### src/rtl/mod_147_10_hb_engine.sv
// mod_147_10_hb_engine: Clause 147 heartbeat engine with miss supervision and collision retry limit
module mod_147_10_hb_engine #(
  parameter int TMR_W = 24,
  parameter logic [TMR_W-1:0] HB_PERIOD = 24'd2500000,
  parameter logic [TMR_W-1:0] HB_SEND_CYCLES = 24'd64,
  parameter int MISS_LIMIT = 3,
  parameter int COL_LIMIT = 4
) (
  input  logic       clk,
  input  logic       pcs_reset_n,
  input  logic       mr_autoneg_enable,
  input  logic       an_link_good,
  input  logic       multidrop,
  input  logic       master,
  input  logic [1:0] rx_cmd,
  input  logic [1:0] tx_cmd,
  input  logic       CRS,
  input  logic       COL,
  input  logic       RX_DV,
  output logic [3:0] state,
  output logic [1:0] hb_cmd,
  output logic       hb_lost,
  output logic       hb_col_fault
);
  typedef enum logic [3:0] {
    INIT = 4'd0, WAIT_TMR = 4'd1, DISABLE_HB = 4'd2, TX_HB = 4'd3, COLLIDE = 4'd4,
    COOLDOWN = 4'd5, WAIT_HB = 4'd6, WAIT_TX = 4'd7, WAIT_RX = 4'd8, REPLY_HB = 4'd9
  } st_t;
  st_t st, nxt;
  logic [TMR_W-1:0] hb_tmr, send_tmr, miss_tmr;
  logic [3:0] col_cnt, miss_cnt, miss_inc;
  logic run, beacon, enter, hb_done, send_done, miss_done, col_max, send_ld;
  assign state = st;
  always_comb begin
    run = mr_autoneg_enable & an_link_good & ~multidrop;
    beacon = (rx_cmd == 2'b00) | (tx_cmd == 2'b00);
    hb_done = hb_tmr == '0;
    send_done = send_tmr == '0;
    miss_done = miss_tmr == '0;
    col_max = col_cnt == 4'(COL_LIMIT - 1);
    miss_inc = (miss_cnt == 4'd15) ? miss_cnt : miss_cnt + 4'd1;
    nxt = st;
    case (st)
      INIT:       nxt = master ? WAIT_TMR : WAIT_HB;
      WAIT_TMR:   nxt = (hb_done & ~CRS) ? TX_HB : WAIT_TMR;
      TX_HB:      nxt = COL ? (col_max ? WAIT_TMR : COLLIDE) : (send_done ? WAIT_TMR : TX_HB);
      COLLIDE:    nxt = CRS ? COLLIDE : COOLDOWN;
      COOLDOWN:   nxt = send_done ? TX_HB : COOLDOWN;
      DISABLE_HB: nxt = DISABLE_HB;
      WAIT_HB:    nxt = ((rx_cmd == 2'b10) | RX_DV) ? WAIT_RX : WAIT_HB;
      WAIT_RX:    nxt = CRS ? WAIT_RX : WAIT_TX;
      WAIT_TX:    nxt = send_done ? REPLY_HB : WAIT_TX;
      REPLY_HB:   nxt = send_done ? WAIT_HB : REPLY_HB;
      default:    nxt = INIT;
    endcase
    if (!run) nxt = INIT;
    else if (beacon) nxt = DISABLE_HB;
    // every entry (including re-entry from another state) reloads the owning timer
    enter = nxt != st;
    send_ld = enter & ((nxt == TX_HB) | (nxt == COOLDOWN) | (nxt == WAIT_TX) | (nxt == REPLY_HB));
  end
  always_ff @(posedge clk) begin
    if (!pcs_reset_n) begin
      st <= INIT;
      hb_tmr <= '0;
      send_tmr <= '0;
      miss_tmr <= '0;
      col_cnt <= '0;
      miss_cnt <= '0;
      hb_lost <= 1'b0;
      hb_col_fault <= 1'b0;
      hb_cmd <= 2'b11;
    end else begin
      st <= nxt;
      hb_cmd <= ((nxt == TX_HB) | (nxt == REPLY_HB)) ? 2'b10 : 2'b11;
      hb_tmr <= (enter & (nxt == WAIT_TMR)) ? HB_PERIOD - TMR_W'(1) : hb_done ? hb_tmr : hb_tmr - TMR_W'(1);
      send_tmr <= send_ld ? HB_SEND_CYCLES - TMR_W'(1) : send_done ? send_tmr : send_tmr - TMR_W'(1);
      miss_tmr <= ((enter & (nxt == WAIT_HB)) | ((st == WAIT_HB) & miss_done)) ? HB_PERIOD - TMR_W'(1) :
                  miss_done ? miss_tmr : miss_tmr - TMR_W'(1);
      hb_col_fault <= run & ~beacon & (st == TX_HB) & COL & col_max;
      if (!run) col_cnt <= '0;
      else if ((st == TX_HB) & (nxt == COLLIDE)) col_cnt <= col_cnt + 4'd1;
      else if ((st == TX_HB) & (nxt == WAIT_TMR)) col_cnt <= '0;
      if (!run | ((st == WAIT_HB) & (nxt == WAIT_RX))) begin
        miss_cnt <= '0;
        hb_lost <= 1'b0;
      end else if ((st == WAIT_HB) & (nxt == WAIT_HB) & miss_done) begin
        miss_cnt <= miss_inc;
        hb_lost <= hb_lost | (miss_inc >= 4'(MISS_LIMIT));
      end
    end
  end
endmodule

### config.mk
export PLATFORM = sky130hd
export DESIGN_NAME = mod_147_10_hb_engine
export DESIGN_NICKNAME = d
export VERILOG_FILES = /design/src/rtl/mod_147_10_hb_engine.sv
export SDC_FILE = /design/constraint.sdc
export NUM_CORES = 1
export LEC_CHECK = 0
export CAP_MARGIN = 10
export CORE_AREA = 2 2 95 97
export CTS_CLUSTER_DIAMETER = 150
export DETAILED_ROUTE_END_ITERATION = 7
export DIE_AREA = 0 0 97 99
export PLACE_DENSITY = 0.75
export SETUP_SLACK_MARGIN = 0.02
export SYNTH_ARGS = -nofsm -noshare
export SYNTH_HDL_FRONTEND = slang
export SYNTH_SLANG_ARGS = --single-unit
### constraint.sdc
create_clock -name clk -period 3.1 [get_ports clk]
set_clock_uncertainty 0.1 [all_clocks]
set_input_delay 0.31 -clock clk [delete_from_list [all_inputs] [get_ports clk]]
set_output_delay 0.31 -clock clk [all_outputs]
set_load 0.02 [all_outputs]
==> flow_metrics.tcl <==
set metrics [dict create \
    cp_data_arrival_time_ns 3.30 \
    postSynth.asyncResetShare 0 \
    cts_buffers 9 \
    design_area_sq_um 5687 \
    power.density_nw_per_um2 1024 \
    avgSynthCellArea_sq_um 8.560 \
    synth_edf_count 0 \
    worstSetupEndpointType "flip-flop" \
    yosys.area_share.simple 0.2878 \
    syn_area_sq_um 4631 \
    critPathTopFamily "simple AND/OR/NAND/NOR gates" \
    antenna_found_initial 0 \
    firstDrtPassIters 4 \
    crit_path_max_incr_delay_ns 0.53 \
    yosys-mux-area-fraction 0.008917 \
    slew_violations 0 \
    max_freq_ghz 0.3184 \
    wl_mm 10.62 \
    die_y_um 99 \
    drv_cap 0 \
    cts_tree "done" \
    intPower_mw 3.366 \
    synth_fp_nets 560 \
    fin_crit_ns 3.141 \
    cts_root_buf "clkbuf_8" \
    gp_congestion 0.9682 \
    synth_seq_cells 87 \
    place_area_sq_um 5180 \
    clock-sinks 87 \
    hold_class "flip-flop to flip-flop" \
    cp_cell_sequence "or4_4 -> or4b_4 -> buf_6 -> o31ai_4 -> o211ai_1 -> buf_4 -> buf_6 -> a311oi_4 -> a31oi_4 -> buf_12 -> buf_12 -> o21a_1" \
    final_hold_viol_count 0 \
    clk_latency_ns 0.37 \
    min_period_over_period 1.013 \
    violations "setup timing" \
    totalPowerFinal_mw 5.823 \
    layout_common_cells "84 x dfxtp_1, 69 x nor2_1, 48 x xnor2_1, 38 x nand2_1, 35 x buf_4" \
    ys_warn_count 0 \
    power_switching_mw 2.458 \
    cp_num_buf_inv 5 \
    drc 0 \
    rsz0062_at_grt "true" \
    drtIter0Drc 112 \
    core-area_sq_um 8551 \
    status "finished with violations" \
    swShare 0.4220 \
    grt_pass1_vias 4041 \
    cts.htree.levels 3 \
    num_rows 34 \
    dp_hpwl_mm 7.141 \
    start_util 0.5416 \
    synth_cell_types 76 \
    regArea_sq_um 1745 \
    die_area_sq_um 9603 \
    cp.required_ns 3.26 \
    finalSetupTns_ns -0.3077 \
    crit_slowest_cell "or4_4" \
    fillers 667 \
    syn_inst 541 \
    power.leakage_nw 2.040 \
    gr-total-overflow 0 \
    cts.path.max_buffers 2 \
    irDropWorstVdd_uv 712.5 \
    ant_nets 0 \
    layout-drive-gt1-share 0.2317 \
    yosysSeqAreaShare 0.3761 \
    relSlewSlack 0.5990 \
    worstPathMaxFanout 6 \
    num_antenna_cells 0 \
    area.growth.synth_to_final_pct 22.80 \
    io_buffers 19 \
    clk_pin_slew_ns 0.09 \
    fin_nets 614 \
    seq_power_share 0.319 \
    multi_input_area_sq_um 2910 \
    p_clk_frac 0.140 \
    fin_hold_ws_ns 0.3825 \
    vias 4054 \
    routedWlPerCell_um 14.99 \
    pwr-share-comb 0.541 \
    io_pins 21 \
    synth_compound_area_frac 0.1459 \
    critPathLaunchType "flip-flop" \
    crit_type "flip-flop to flip-flop" \
    setup_violations 21 \
    synthAdderAreaFrac 0.01621 \
    worstMarginPinSlew_ns 0.6007 \
    layout_commonest_cell "dfxtp_1" \
    grt_pass1_wl_mm 17.33 \
    die_w_um 97 \
    synth_xor_area_frac 0.1265 \
    track_usage 0.2149 \
    grt_max_degree 21 \
    synthFlopType "dfxtp_1" \
    fin_ws_ns -0.04079 \
    synth_top_family_by_area "simple AND/OR/NAND/NOR gates" \
    vias_per_cell 5.726 \
]
-- cell usage after synthesis (7+ instances only) --
| library cell | instances | area (sq um) |
|---|---|---|
| o21ai_0 | 11 | 55.05 |
| nand3_1 | 13 | 65.06 |
| nor3_1 | 27 | 135.1 |
| nor2_1 | 72 | 270.3 |
| dfxtp_1 | 87 | 1742 |
| a21oi_1 | 28 | 140.1 |
| nand2_1 | 38 | 142.6 |
| xnor2_1 | 48 | 420.4 |
| nor4_1 | 16 | 100.1 |
| o21a_1 | 10 | 75.07 |
| clkbuf_1 | 13 | 48.80 |
| xor2_1 | 17 | 148.9 |
| or3_1 | 11 | 68.82 |
| nor3_2 | 14 | 140.1 |
| o21ai_1 | 7 | 35.03 |
| inv_1 | 12 | 45.04 |
-- per-layer routing --
metal | vias to the layer above | wire [um] | GRT usage
met4 | 0 | 183 | 0.09426
li1 | 2025 | - | -
met1 | 1932 | 4834 | 0.2544
met5 | - | 0 | 0
met2 | 83 | 5201 | 0.3825
met3 | 14 | 396 | 0.03759
-- final timing paths --
check	depth (start not counted)	slack, ns	start	endpoint
worst max-delay path	12	-0.04	send_tmr[18]	send_tmr[1]
worst min-delay path	2	0.38	hb_lost	hb_lost
worst max register to register	12	-0.04	send_tmr[18]	send_tmr[1]
worst min register to register	2	0.38	hb_lost	hb_lost
-- area by class of cell --
class / count / share of cell area
inverter: 13 / 0.008581
clock inverter: 6 / 0.01210
clock buffer: 10 / 0.02244
timing repair buffer: 65 / 0.1144
tap: 108 / 0.02376
multi-input combinational: 419 / 0.5118
sequential: 87 / 0.3069
-- metrics by stage --
step                        util  instances  worst slack, ns
after CTS                 0.6384        704         -0.02596
after global routing      0.6651        708          -0.1270
after global placement    0.6058        685         -0.02990
after detailed placement  0.6058        685         -0.05940
final                     0.6651        708         -0.04079
after floorplan                -        541         -0.06946
-- state kept, by name, indices dropped and copies added, names as in the netlist --
| register | count |
|---|---|
| col_cnt | 4 |
| miss_cnt | 4 |
| state | 4 |
| hb_lost | 1 |
| send_tmr | 24 |
| miss_tmr | 24 |
| hb_tmr | 24 |
| hb_col_fault | 1 |
| hb_cmd | 1 |
-- power by group through the flow --
stage	combinational (mW)	clock [mW]	sequential, mW
after floorplan	2.27	0	1.80
after global placement	2.74	0	1.84
after detailed placement	2.85	0	1.87
after CTS	2.93	0.827	1.85
after global routing	3.48	0.868	1.91
final	3.15	0.815	1.86
-- logic make-up after synthesis --
family	count (synthesis)
mux	4
buf+inv	35
xor+xnor	66
other cells	1
simple gates	245
fa+ha+maj	6
flops	87
compound gates	97
-- worst min-delay path, cell delays in order (launching register included) --
cell     delay, ns
dfxtp_1       0.34
a21oi_1       0.04
nor2_1        0.07
-- what timing repair did --
item,CTS,global route
cloned,1,1
hold buffers,0,0
setup buffers,2,3
setup endpoints to repair,37,76
resized for setup,8,42
pin swaps,8,11
Note: power is estimated with default switching activity, not from simulation.
